===== src/rtl/serdesphy_rx_ctrl_pkg.sv =====
// serdesphy_rx_ctrl_pkg: shared state encoding and defaults for the RX front-end sequencer
package serdesphy_rx_ctrl_pkg;
    typedef enum logic [2:0] {
        ST_OFF     = 3'd0,
        ST_SETTLE  = 3'd1,
        ST_ACQUIRE = 3'd2,
        ST_LOCKED  = 3'd3,
        ST_FAULT   = 3'd4
    } rx_state_e;
    localparam int DEF_SETTLE_CYCLES = 16;
    localparam int DEF_DET_CYCLES = 32;
    localparam int DEF_LOS_CYCLES = 64;
    localparam int DEF_ACQ_TIMEOUT = 1024;
    localparam logic [7:0] LOS_COUNT_MAX = 8'd255;
endpackage


===== src/rtl/serdesphy_rx_run_counter.sv =====
// serdesphy_rx_run_counter: counts consecutive din=1 cycles; term flags the cycle the run would reach N
module serdesphy_rx_run_counter #(
    parameter int N = 32
) (
    input  logic clk,
    input  logic rst,
    input  logic clr,
    input  logic cnt_en,
    input  logic din,
    output logic term
);
    localparam int W = $clog2(N + 1);
    logic [W-1:0] cnt_q, cnt_d;
    always_comb begin
        term = cnt_en && din && (cnt_q == W'(N - 1));
        cnt_d = clr ? '0 : !cnt_en ? cnt_q : din ? cnt_q + 1'b1 : '0;
    end
    always_ff @(posedge clk) begin
        if (rst) cnt_q <= '0;
        else cnt_q <= cnt_d;
    end
endmodule


===== src/rtl/serdesphy_rx_frontend_ctrl.sv =====
// serdesphy_rx_frontend_ctrl: RX receiver power-up sequencer with signal-detect qualification and LOS monitoring
module serdesphy_rx_frontend_ctrl
    import serdesphy_rx_ctrl_pkg::*;
#(
    parameter int SETTLE_CYCLES = DEF_SETTLE_CYCLES,
    parameter int DET_CYCLES = DEF_DET_CYCLES,
    parameter int LOS_CYCLES = DEF_LOS_CYCLES,
    parameter int ACQ_TIMEOUT = DEF_ACQ_TIMEOUT
) (
    input  logic       clk,
    input  logic       rst,
    input  logic       en,
    input  logic       lpbk_req,
    input  logic       signal_detected,
    output logic       rx_enable,
    output logic       iso_en,
    output logic       lpbk_en,
    output logic       rx_ready,
    output logic       los_event,
    output logic       fault,
    output logic [7:0] los_count,
    output logic [2:0] state
);
    localparam int SW = $clog2(SETTLE_CYCLES + 1);
    localparam int TW = $clog2(ACQ_TIMEOUT + 1);
    rx_state_e state_q, state_d;
    logic [SW-1:0] set_q, set_d;
    logic [TW-1:0] tmo_q, tmo_d;
    logic [7:0] los_count_q, los_count_d;
    logic rx_enable_q, rx_enable_d, iso_en_q, iso_en_d, lpbk_en_q, lpbk_en_d;
    logic rx_ready_q, rx_ready_d, los_event_q, los_event_d, fault_q, fault_d;
    logic lpbk_diff, restart, load, det_term, los_term;
    serdesphy_rx_run_counter #(.N(DET_CYCLES)) u_det_cnt (
        .clk(clk), .rst(rst), .clr(state_d != ST_ACQUIRE), .cnt_en(state_q == ST_ACQUIRE),
        .din(signal_detected), .term(det_term)
    );
    serdesphy_rx_run_counter #(.N(LOS_CYCLES)) u_los_cnt (
        .clk(clk), .rst(rst), .clr(state_d != ST_LOCKED), .cnt_en(state_q == ST_LOCKED),
        .din(~signal_detected), .term(los_term)
    );
    always_comb begin
        lpbk_diff = lpbk_req != lpbk_en_q;
        restart = en && lpbk_diff && (state_q inside {ST_SETTLE, ST_ACQUIRE, ST_LOCKED});
        load = restart || (en && state_q == ST_OFF);
        state_d = ST_OFF;
        if (en) begin
            case (state_q)
                ST_OFF:     state_d = ST_SETTLE;
                ST_SETTLE:  state_d = lpbk_diff ? ST_SETTLE
                                    : (set_q == SW'(SETTLE_CYCLES - 1)) ? ST_ACQUIRE : ST_SETTLE;
                // detection outranks a timeout landing on the same cycle
                ST_ACQUIRE: state_d = lpbk_diff ? ST_SETTLE : det_term ? ST_LOCKED
                                    : (tmo_q == TW'(ACQ_TIMEOUT - 1)) ? ST_FAULT : ST_ACQUIRE;
                ST_LOCKED:  state_d = lpbk_diff ? ST_SETTLE : los_term ? ST_ACQUIRE : ST_LOCKED;
                ST_FAULT:   state_d = ST_FAULT;
                default:    state_d = ST_OFF;
            endcase
        end
        los_event_d = en && !lpbk_diff && los_term;
        set_d = (state_q == ST_SETTLE && state_d == ST_SETTLE && !restart) ? set_q + 1'b1 : '0;
        tmo_d = (state_q == ST_ACQUIRE && state_d == ST_ACQUIRE) ? tmo_q + 1'b1 : '0;
        lpbk_en_d = load ? lpbk_req : lpbk_en_q;
        los_count_d = (los_event_d && los_count_q != LOS_COUNT_MAX) ? los_count_q + 1'b1 : los_count_q;
        rx_enable_d = state_d inside {ST_SETTLE, ST_ACQUIRE, ST_LOCKED};
        iso_en_d = !rx_enable_d;
        rx_ready_d = state_d == ST_LOCKED;
        fault_d = state_d == ST_FAULT;
    end
    always_ff @(posedge clk) begin
        if (rst) begin
            state_q <= ST_OFF;
            set_q <= '0;
            tmo_q <= '0;
            los_count_q <= '0;
            rx_enable_q <= 1'b0;
            iso_en_q <= 1'b1;
            lpbk_en_q <= 1'b0;
            rx_ready_q <= 1'b0;
            los_event_q <= 1'b0;
            fault_q <= 1'b0;
        end else begin
            state_q <= state_d;
            set_q <= set_d;
            tmo_q <= tmo_d;
            los_count_q <= los_count_d;
            rx_enable_q <= rx_enable_d;
            iso_en_q <= iso_en_d;
            lpbk_en_q <= lpbk_en_d;
            rx_ready_q <= rx_ready_d;
            los_event_q <= los_event_d;
            fault_q <= fault_d;
        end
    end
    assign rx_enable = rx_enable_q;
    assign iso_en = iso_en_q;
    assign lpbk_en = lpbk_en_q;
    assign rx_ready = rx_ready_q;
    assign los_event = los_event_q;
    assign fault = fault_q;
    assign los_count = los_count_q;
    assign state = state_q;
endmodule


===== config.mk =====
export PLATFORM = sky130hd
export DESIGN_NAME = serdesphy_rx_frontend_ctrl
export DESIGN_NICKNAME = d
export VERILOG_FILES = /design/src/rtl/serdesphy_rx_ctrl_pkg.sv /design/src/rtl/serdesphy_rx_run_counter.sv /design/src/rtl/serdesphy_rx_frontend_ctrl.sv
export SDC_FILE = /design/constraint.sdc
export NUM_CORES = 1
export LEC_CHECK = 0
export CORE_ASPECT_RATIO = 0.9
export CORE_MARGIN = 2
export CORE_UTILIZATION = 35
export DETAILED_ROUTE_END_ITERATION = 7
export HOLD_SLACK_MARGIN = 0.1
export MAX_ROUTING_LAYER = met4
export PLACE_DENSITY = 0.6
export SYNTH_ARGS = -nofsm -noshare
export SYNTH_HDL_FRONTEND = slang
export SYNTH_SLANG_ARGS = --single-unit

===== constraint.sdc =====
create_clock -name clk -period 3.7 [get_ports clk]
set_clock_uncertainty 0.15 [all_clocks]
set_input_delay 0.925 -clock clk [delete_from_list [all_inputs] [get_ports clk]]
set_output_delay 0.925 -clock clk [all_outputs]
set_load 0.05 [all_outputs]

==> results.tsv, run 1 <==
stage	metric	value	unit
finish	# diodes	0	
drt	drt drc	0	
placed_design	I/O Buffers	21	
finish	commonest non-fill, non-tap cell in the layout	dfxtp_1	
run	max cap viols	0	
drt	Routed WL per cell	13.3	microns
sta	Slew Viols, Final	0	
critical_path	Critical Path, Cell by Cell	clkdlybuf4s50_1, xor2_1, or4_1, nor4_1, mux2_2	
clock_network	buffer depth of the longest clock path	2	
sta	final-report hold violation count	0	
placed_design	Placer Congestion	0.827	
sta	Relative slew margins	41.3	%
yosys	syn nets	263	
global_route	initial antenna violation count	0	
yosys	post-synthesis register bit count	46	
pwr	pwr dens	352	mW/mm^2
clock_network	H-tree Lvls	2	
global_route	first-pass GRT wire length	7970	microns
critical_path	Worst Setup End Kind	flip-flop	
yosys	synth warn	0	
yosys	syn avg cell area	8.70	sq um
finish	share of cells above drive strength 1	6.27	%
critical_path	Buf/Inv on CP	1	
drt	via/cell ratio	5.43	
global_route	vias in the first global route	1744	
pwr	Tot Pwr	0.000898	W
critical_path	CP max stage delay	800	ps
clock_network	CTS tree	done	
die	die height	79.1	microns
finish	synth-to-layout area growth	16.6	%
clock_network	post-CTS resize count	0	
yosys	Syn Inst Count	252	
status	status	complete, no violations	
clock_network	clk slew on worst S/H paths	80	ps
critical_path	delay-heaviest family, CP	simple AND/OR/NAND/NOR gates	
critical_path	worst-path maximum fanout	16	
sta	Tmin final	3050	ps
drt	via count	1863	
yosys	sequential element share of the synthesized area	42.0	%
clock_network	Post-CTS Hold Buffers	0	
clock_network	post-CTS setup-driven buffer insertion count	0	
sta	Hold WS	305	ps
yosys	Post-synth EDFFs	0	
sta	Peak Freq	328	MHz
placed_design	placed cell count	335	
die	DIE WIDTH	87.4	microns
pwr	worst vdd ir	0.163	mV
global_route	largest net degree at the start of global routing	18	
critical_path	Startpoint Class	input port	
die	core box area	0.00608	sq mm
min_path	worst min path class	reg -> reg	
clock_network	number of buffers created by CTS	5	
yosys	Async SR Flop Fraction	0	%
critical_path	slowest cell on the critical path	or4_1	
critical_path	worst endpoint required time	3740	ps
placed_design	Detail Placement HPWL	3160	microns
sta	RSZ-0062 raised after global routing	no	
finish	Core Util, Final	42.0	%
drt	DRT Wirelength	4580	microns
finish	highest-count cells in the layout ignoring fill and taps	dfxtp_1, nor3_1, clkdlybuf4s50_1, nor2_1, a21oi_1	
finish	post-route non-filler standard cell count	343	
global_route	total grt overflow	0	
sta	Worst Tran Pin Value	869	ps
sta	final setup fails	0	
yosys	Yosys cell types	46	
finish	Final #Nets	281	
die	IO Count	22	
drt	post-route ant nets	0	
die	Initial Util	36.0	%
critical_path	arrival time at the worst endpoint	3100	ps
sta	Final period util	82.5	%
global_route	Tot GR Track Use	14.7	%
drt	first-iteration detailed-routing DRC count	125	
drt	drt pass-1 iters	4	
yosys	ys flop type	dfxtp_1	
die	total die area	0.00691	sq mm
clock_network	CTS root buf	clkbuf_8	
yosys	Post-Syn Area	0.00219	sq mm
clock_network	# clock sinks	46	
critical_path	crit path kind	in -> reg	
die	FP Rows	27	
sta	setup TNS	0	ps
pwr	leakage	0.798	nW
clock_network	Clk Latency, worst-skew pair	300	ps
-- worst register-to-register path: stages (launching register included) --
cell,delay (ps)
dfxtp_1,650
nand4bb_4,220
or4_1,760
nor4_1,350
mux2_2,360
-- path summary, 6_finish.rpt --
kind	cells past startpoint	end	from	slack (ps)
min reg2reg	1	set_q[0]	set_q[0]	300
min	1	set_q[0]	set_q[0]	300
max reg2reg	4	los_count[5]	state[0]	1100
max	5	los_count[5]	lpbk_req	650
-- cells in the mapped netlist (6+ instances only) --
cell type  count  share of area (%)
dfxtp_1       46                 42
nor3_1        25                5.7
nor2_1        18                3.1
a21oi_1       16                3.7
nand2_1       12                2.1
inv_1         11                1.9
nand3_1       11                2.5
o21ai_0       10                2.3
xnor2_1        8                3.2
ha_1           6                3.4
nor4_1         6                1.7
or4_1          6                2.1
-- power by group --
| group | switching, W | internal (W) | leakage [nW] |
|---|---|---|---|
| Clock | 0.000160 | 0.000202 | 0.0524 |
| Sequential | 0.00000354 | 0.000497 | 0.371 |
| Combinational | 0.0000213 | 0.0000138 | 0.374 |
-- per-stage QoR --
stage | setup slack [ps] | cell area (sq um)
after floorplan | 934 | 2190
after global placement | 355 | 2450
after detailed placement | 314 | 2450
after CTS | 636 | 2550
after global routing | 526 | 2550
final | 647 | 2550
-- registers in the layout, indices dropped and copies added, names as in the netlist --
register,count
los_event,1
state,3
lpbk_en,1
set_q,5
los_count,8
iso_en,1
fault,1
rx_enable,1
u_los_cnt.cnt_q,7
u_det_cnt.cnt_q,6
tmo_q,11
rx_ready,1
-- metal layers --
metal	part of all wire (%)	GRT usage, %
met1	50	19.8
met2	45	21.7
met3	3.4	3.53
met4	1.3	4.77
met5	0	-
-- cells by family (layout without fill, tap and decap cells) --
kind of cell | count (synthesis) | after routing | synth area share, %
xor+xnor | 12 | 12 | 4.79
flops | 46 | 46 | 42.0
fa+ha+maj | 6 | 6 | 3.42
simple gates | 112 | 112 | 29.6
mux | 2 | 2 | 0.970
buf+inv | 25 | 44 | 5.25
compound gates | 49 | 49 | 13.9
-- final cells by class --
| class | instances | area, sq um |
|---|---|---|
| multi-input cells | 181 | 1160 |
| clock buffers | 7 | 76.3 |
| inverters | 11 | 41.3 |
| well taps | 72 | 90.1 |
| repair buffers | 25 | 240 |
| fillers | 603 | 3530 |
| flip-flops and latches | 46 | 921 |
| clock inverters | 1 | 30.0 |
Power figures use the tool's default switching activity.
==> run 2: changes to the inputs <==
--- a/config.mk
+++ b/config.mk
@@ -11,7 +11,7 @@
 export DETAILED_ROUTE_END_ITERATION = 7
 export HOLD_SLACK_MARGIN = 0.1
 export MAX_ROUTING_LAYER = met4
-export PLACE_DENSITY = 0.6
+export PLACE_DENSITY = 0.62
 export SYNTH_ARGS = -nofsm -noshare
 export SYNTH_HDL_FRONTEND = slang
 export SYNTH_SLANG_ARGS = --single-unit
==> constraint.sdc (replaced) <==
create_clock -name clk -period 2.8 [get_ports clk]
set_clock_uncertainty 0.15 [all_clocks]
set_input_delay 0.7 -clock clk [delete_from_list [all_inputs] [get_ports clk]]
set_output_delay 0.7 -clock clk [all_outputs]
set_load 0.05 [all_outputs]
==> run 2 against run 1 <==
Worst hold slack better by 11 ps. Clock power is 33% higher. Cell count is 4.1% higher. Worst setup slack worse by 490 ps. Utilization is 1.8 points higher.
==> results.tsv, run 2 (synthesized netlist as in run 1, its figures left out) <==
stage	metric	value	unit	change
status	status	complete, no violations		
die	IO Count	22		unchanged
clock_network	Clk Latency, worst-skew pair	300	ps	about the same
sta	Hold WS	316	ps	+11.2 ps
sta	Relative slew margins	66.1	%	+25 points
die	Initial Util	36.0	%	unchanged
die	core box area	0.00608	sq mm	unchanged
clock_network	clk slew on worst S/H paths	90	ps	about the same
finish	synth-to-layout area growth	21.5	%	
clock_network	Post-CTS Hold Buffers	0		unchanged
critical_path	Startpoint Class	input port		
critical_path	worst-path maximum fanout	9		-7
drt	via count	1901		+2.0%
placed_design	I/O Buffers	21		unchanged
sta	final setup fails	0		unchanged
finish	commonest non-fill, non-tap cell in the layout	dfxtp_1		
sta	setup ws final	154	ps	-492 ps
finish	post-route cell area	0.00266	sq mm	+4.2%
critical_path	R2R setup slack	500	ps	-600 ps
placed_design	DP Area	0.00255	sq mm	+4.3%
clock_network	# clock sinks	46		unchanged
sta	RSZ-0062 raised after global routing	no		
sta	Slew Viols, Final	0		unchanged
pwr	pwr dens	450	mW/mm^2	+28%
global_route	initial antenna violation count	0		unchanged
finish	# diodes	0		unchanged
critical_path	Worst Setup End Kind	flip-flop		
critical_path	worst endpoint required time	2840	ps	-900 ps
global_route	total grt overflow	0		unchanged
clock_network	post-CTS setup-driven buffer insertion count	0		unchanged
critical_path	crit path kind	in -> reg		
sta	Final period util	94.5	%	
drt	via/cell ratio	5.32		-2.0%
min_path	worst min path class	reg -> reg		
pwr	P_int	0.000942	W	+32%
clock_network	post-CTS resize count	0		unchanged
critical_path	Worst Reg-to-Reg Cells	4		unchanged
global_route	vias in the first global route	1672		-4.1%
finish	Core Util, Final	43.8	%	+1.8 points
drt	first-iteration detailed-routing DRC count	89		-29%
drt	Routed WL per cell	12.9	microns	-3.5%
sta	setup TNS	0	ps	unchanged
global_route	largest net degree at the start of global routing	17		-1
global_route	first-pass GRT wire length	7640	microns	-4.2%
finish	max reg flops	11		unchanged
pwr	net switching power	0.000255	W	+38%
clock_network	CTS root buf	clkbuf_8		
die	DIE WIDTH	87.4	microns	unchanged
pwr	sequential share of power	55.2	%	-0.5 points
sta	Tmin final	2650	ps	
pwr	leakage	0.869	nW	+8.9%
pwr	worst vdd ir	0.212	mV	+30%
run	max cap viols	0		unchanged
global_route	Tot GR Track Use	14.1	%	-0.61 points
finish	share of cells above drive strength 1	11.6	%	+5.3 points
pwr	Logic pwr share	4.4	%	+0.5 points
pwr	Net Sw Frac	21.3	%	+0.67 points
critical_path	arrival time at the worst endpoint	2680	ps	-420 ps
placed_design	Detail Placement HPWL	3360	microns	+6.2%
pwr	clock network power share	40.4	%	about the same
finish	Final #Nets	295		+5.0%
finish	largest register by flop count	tmo_q		
finish	highest-count cells in the layout ignoring fill and taps	dfxtp_1, nor3_1, clkdlybuf4s50_1, nor2_1, buf_4		
clock_network	H-tree Lvls	2		unchanged
drt	DRT Wirelength	4600	microns	+0.44%
clock_network	CTS tree	done		
sta	Peak Freq	378	MHz	
die	die height	79.1	microns	unchanged
placed_design	pre-CTS setup slack	-163	ps	-477 ps
placed_design	Placer Congestion	0.793		-4.1%
min_path	WHS Path Cells	1		unchanged
die	FP Rows	27		unchanged
finish	FILL cells	619		+2.7%
drt	drt pass-1 iters	4		unchanged
clock_network	buffer depth of the longest clock path	2		unchanged
drt	post-route ant nets	0		unchanged
sta	Worst Tran Pin Value	506	ps	-363 ps
sta	final-report hold violation count	0		unchanged
clock_network	number of buffers created by CTS	5		unchanged
drt	drt drc	0		unchanged
die	total die area	0.00691	sq mm	unchanged
[run 2: worst paths after layout]
| kind | startpoint | to |
|---|---|---|
| max | signal_detected | los_count[5] |
| min | set_q[0] | set_q[0] |
| max reg2reg | state[1] | los_count[5] |
| min reg2reg | set_q[0] | set_q[0] |
[run 2: layout make-up]
class	instances	area (sq um)	area share (%)
Clock buffer	5	68.8	2.58
Clock inverter	3	40.0	1.50
Inverter	11	41.3	1.55
Multi-Input combinational cell	181	1160	43.4
Sequential cell	46	921	34.6
Tap cell	72	90.1	3.38
Timing Repair Buffer	39	345	13.0
[run 2: power by group through the flow]
| stage | combinational (W) | clock [W] | sequential, W |
|---|---|---|---|
| floorplan | 0.0000190 | 0 | 0.000686 |
| global placement | 0.0000525 | 0 | 0.000676 |
| detailed placement | 0.0000527 | 0 | 0.000676 |
| CTS | 0.0000528 | 0.000499 | 0.000661 |
| global route | 0.0000560 | 0.000525 | 0.000661 |
| finish | 0.0000526 | 0.000484 | 0.000660 |
[run 2: routing by layer]
layer | vias up | global-route usage (%) | wire (microns)
met5 | - | - | 0
met4 | 0 | 4.00 | 49
met3 | 4 | 3.43 | 165
met2 | 33 | 21.1 | 2010
met1 | 871 | 18.8 | 2370
li1 | 993 | - | -
[run 2: through the flow]
| stage | total power (W) | std cells |
|---|---|---|
| 2_1_floorplan | 0.000705 | 252 |
| 3_3_place_gp | 0.000728 | 349 |
| 3_5_place_dp | 0.000729 | 349 |
| 4_1_cts | 0.00121 | 357 |
| 5_1_grt | 0.00124 | 357 |
| 6_report | 0.00120 | 357 |
[run 2: critical path: stages]
cell and delay [ps]:
clkdlybuf4s50_1 450, nand4bb_4 210, or4_1 650, nor4_1 300
mux2_2 370
==> edit: new RTL, flow settings as in run 1 <==
Change the package constant `DEF_DET_CYCLES` from 32 to 16.
--- a/src/rtl/serdesphy_rx_ctrl_pkg.sv
+++ b/src/rtl/serdesphy_rx_ctrl_pkg.sv
@@ -10,3 +10,3 @@
     localparam int DEF_SETTLE_CYCLES = 16;
-    localparam int DEF_DET_CYCLES = 32;
+    localparam int DEF_DET_CYCLES = 16;
     localparam int DEF_LOS_CYCLES = 64;
Function: same outputs for any inputs over 10 cycles, from zero or initial values and one cycle with rst high; that may be too few to reach the edited logic, so the function may still have changed.
==> edit against run 1 <==
Power fell by 4.7%. Sequential power fell by 2%. Die area fell by 4.0%. Wire length fell by 15%. Sequential share of layout area rose by 0.58 points. Worst setup slack improved by 0.24 ns. Synthesized cell count fell by 5.2%. Sequential cell count fell by 1. Synthesized area fell by 4.2%. Cell area fell by 3.7%.
==> edit: results (changes against run 1) <==
metric,value,unit,change
status,"finished, final reports clean",,
cts repair resizes,0,,unchanged
first-pass GRT wire length,6490,µm,-19%
Initial DRT Pass Iterations,4,,unchanged
worst vdd ir,0.172,mV,+6.0%
pin count of the biggest net entering global routing,16,,-2
"Clk Latency, worst-skew pair",0.30,ns,about the same
top post-synthesis cells by area,"dfxtp_1 (43%), nor2_1 (7.9%), ha_1 (4.2%)",,
Leak,0.831,nW,+4.2%
initial antenna violation count,0,,unchanged
synth warn,0,,unchanged
clock tree buffer depth,2,,unchanged
Synth top cells by count,"dfxtp_1 (45), nor2_1 (44), nand2_1 (16), nand3_1 (13), a21oi_1 (12)",,
Async SR Flop Fraction,0,%,unchanged
Slew HR,53.3,%,+12 points
largest register by flop count,tmo_q,,
antenna fix cells,0,,unchanged
GRT Util Overall,12.4,%,-2.3 points
Hold WC Path Type,reg -> reg,,
Unique masters post-synth,41,,-11%
setup bufs post-CTS,0,,unchanged
Worst EP arrival,1.74,ns,-1.36 ns
worst-path fanout max,12,,-4
TritonCTS buffer count,5,,unchanged
Worst-path clk slew,0.09,ns,
sequential-to-total area share from yosys stat,42.9,%,+0.90 points
CP peak stage delay,0.89,ns,+0.09 ns
NumNets Final,272,,-3.2%
fill cell count,588,,-2.5%
I/O Buffers,21,,unchanged
Largest register FFs,11,,unchanged
Post-Place Worst Slack,0.656,ns,+0.342 ns
H-tree Lvls,2,,unchanged
Top delay family on crit path,buffers and inverters,,
Root Driver,clkbuf_8,,
"Net Count, Synth",251,,-4.6%
via count,1665,,-11%
Slowest cell on crit path,clkdlybuf4s50_1,,
Detail Placement HPWL,2790,µm,-12%
vias in the first global route,1441,,-17%
Post-Route WL,3870,µm,-15%
share of layout cells above drive strength 1,7.66,%,+1.4 points
RD Place Congestion,0.785,,-5.2%
drt initial violations,45,,-64%
## edit: cell types whose count changed in the layout (fill, tap and decap cells not counted), sizes merged, moves of 5 or more
cell,before,now
nor3,25,7
nand4,3,9
a211oi,5,0
nor2,18,44
nor4,7,0
or4,6,1
xor2,4,9
## edit: final cells by class
cell class	instances	area share [%]
clock buffer	6	3.36
clock inverter	2	0.661
tap	70	3.56
inverter	6	0.916
multi-input combinational	179	45.7
timing repair buffer	23	9.16
sequential	45	36.6
## edit: power by group
group          switching (mW)  internal (mW)  total (mW)
logic                  0.0228         0.0156      0.0384
clock network           0.174          0.154       0.328
registers             0.00284          0.486       0.489
## edit: path summary, 6_finish.rpt
| check | startpoint | endpoint | slack (ns) | depth (start not counted) |
|---|---|---|---|---|
| worst max-delay path | state[1] | state[1] | 0.88 | 1 |
| worst min register to register | set_q[0] | set_q[0] | 0.31 | 1 |
| worst min-delay path | set_q[0] | set_q[0] | 0.31 | 1 |
| worst max register to register | u_det_cnt.cnt_q[0] | u_los_cnt.cnt_q[4] | 1.40 | 8 |
## edit: logic make-up after synthesis
family	share of synthesized area, %
adders and majority gates	4.17
muxes	1.73
xor gates and xnor gates	7.99
and+or+nand+nor	31.8
AOI/OAI and AO/OA	7.93
DFF	42.9
buffers and inverters	3.52
## edit: through the flow
stage / instances / area, µm²
6_report: 331 / 2460
5_1_grt: 331 / 2460
4_1_cts: 331 / 2460
3_5_place_dp: 323 / 2360
3_3_place_gp: 323 / 2360
2_1_floorplan: 239 / 2100
## edit: routing by layer
layer	track usage (%)	routed length, µm	vias up
li1	-	-	871
met1	16.3	2100	765
met2	18.4	1570	24
met3	3.40	144	5
met4	4.44	56	0
met5	-	0	-
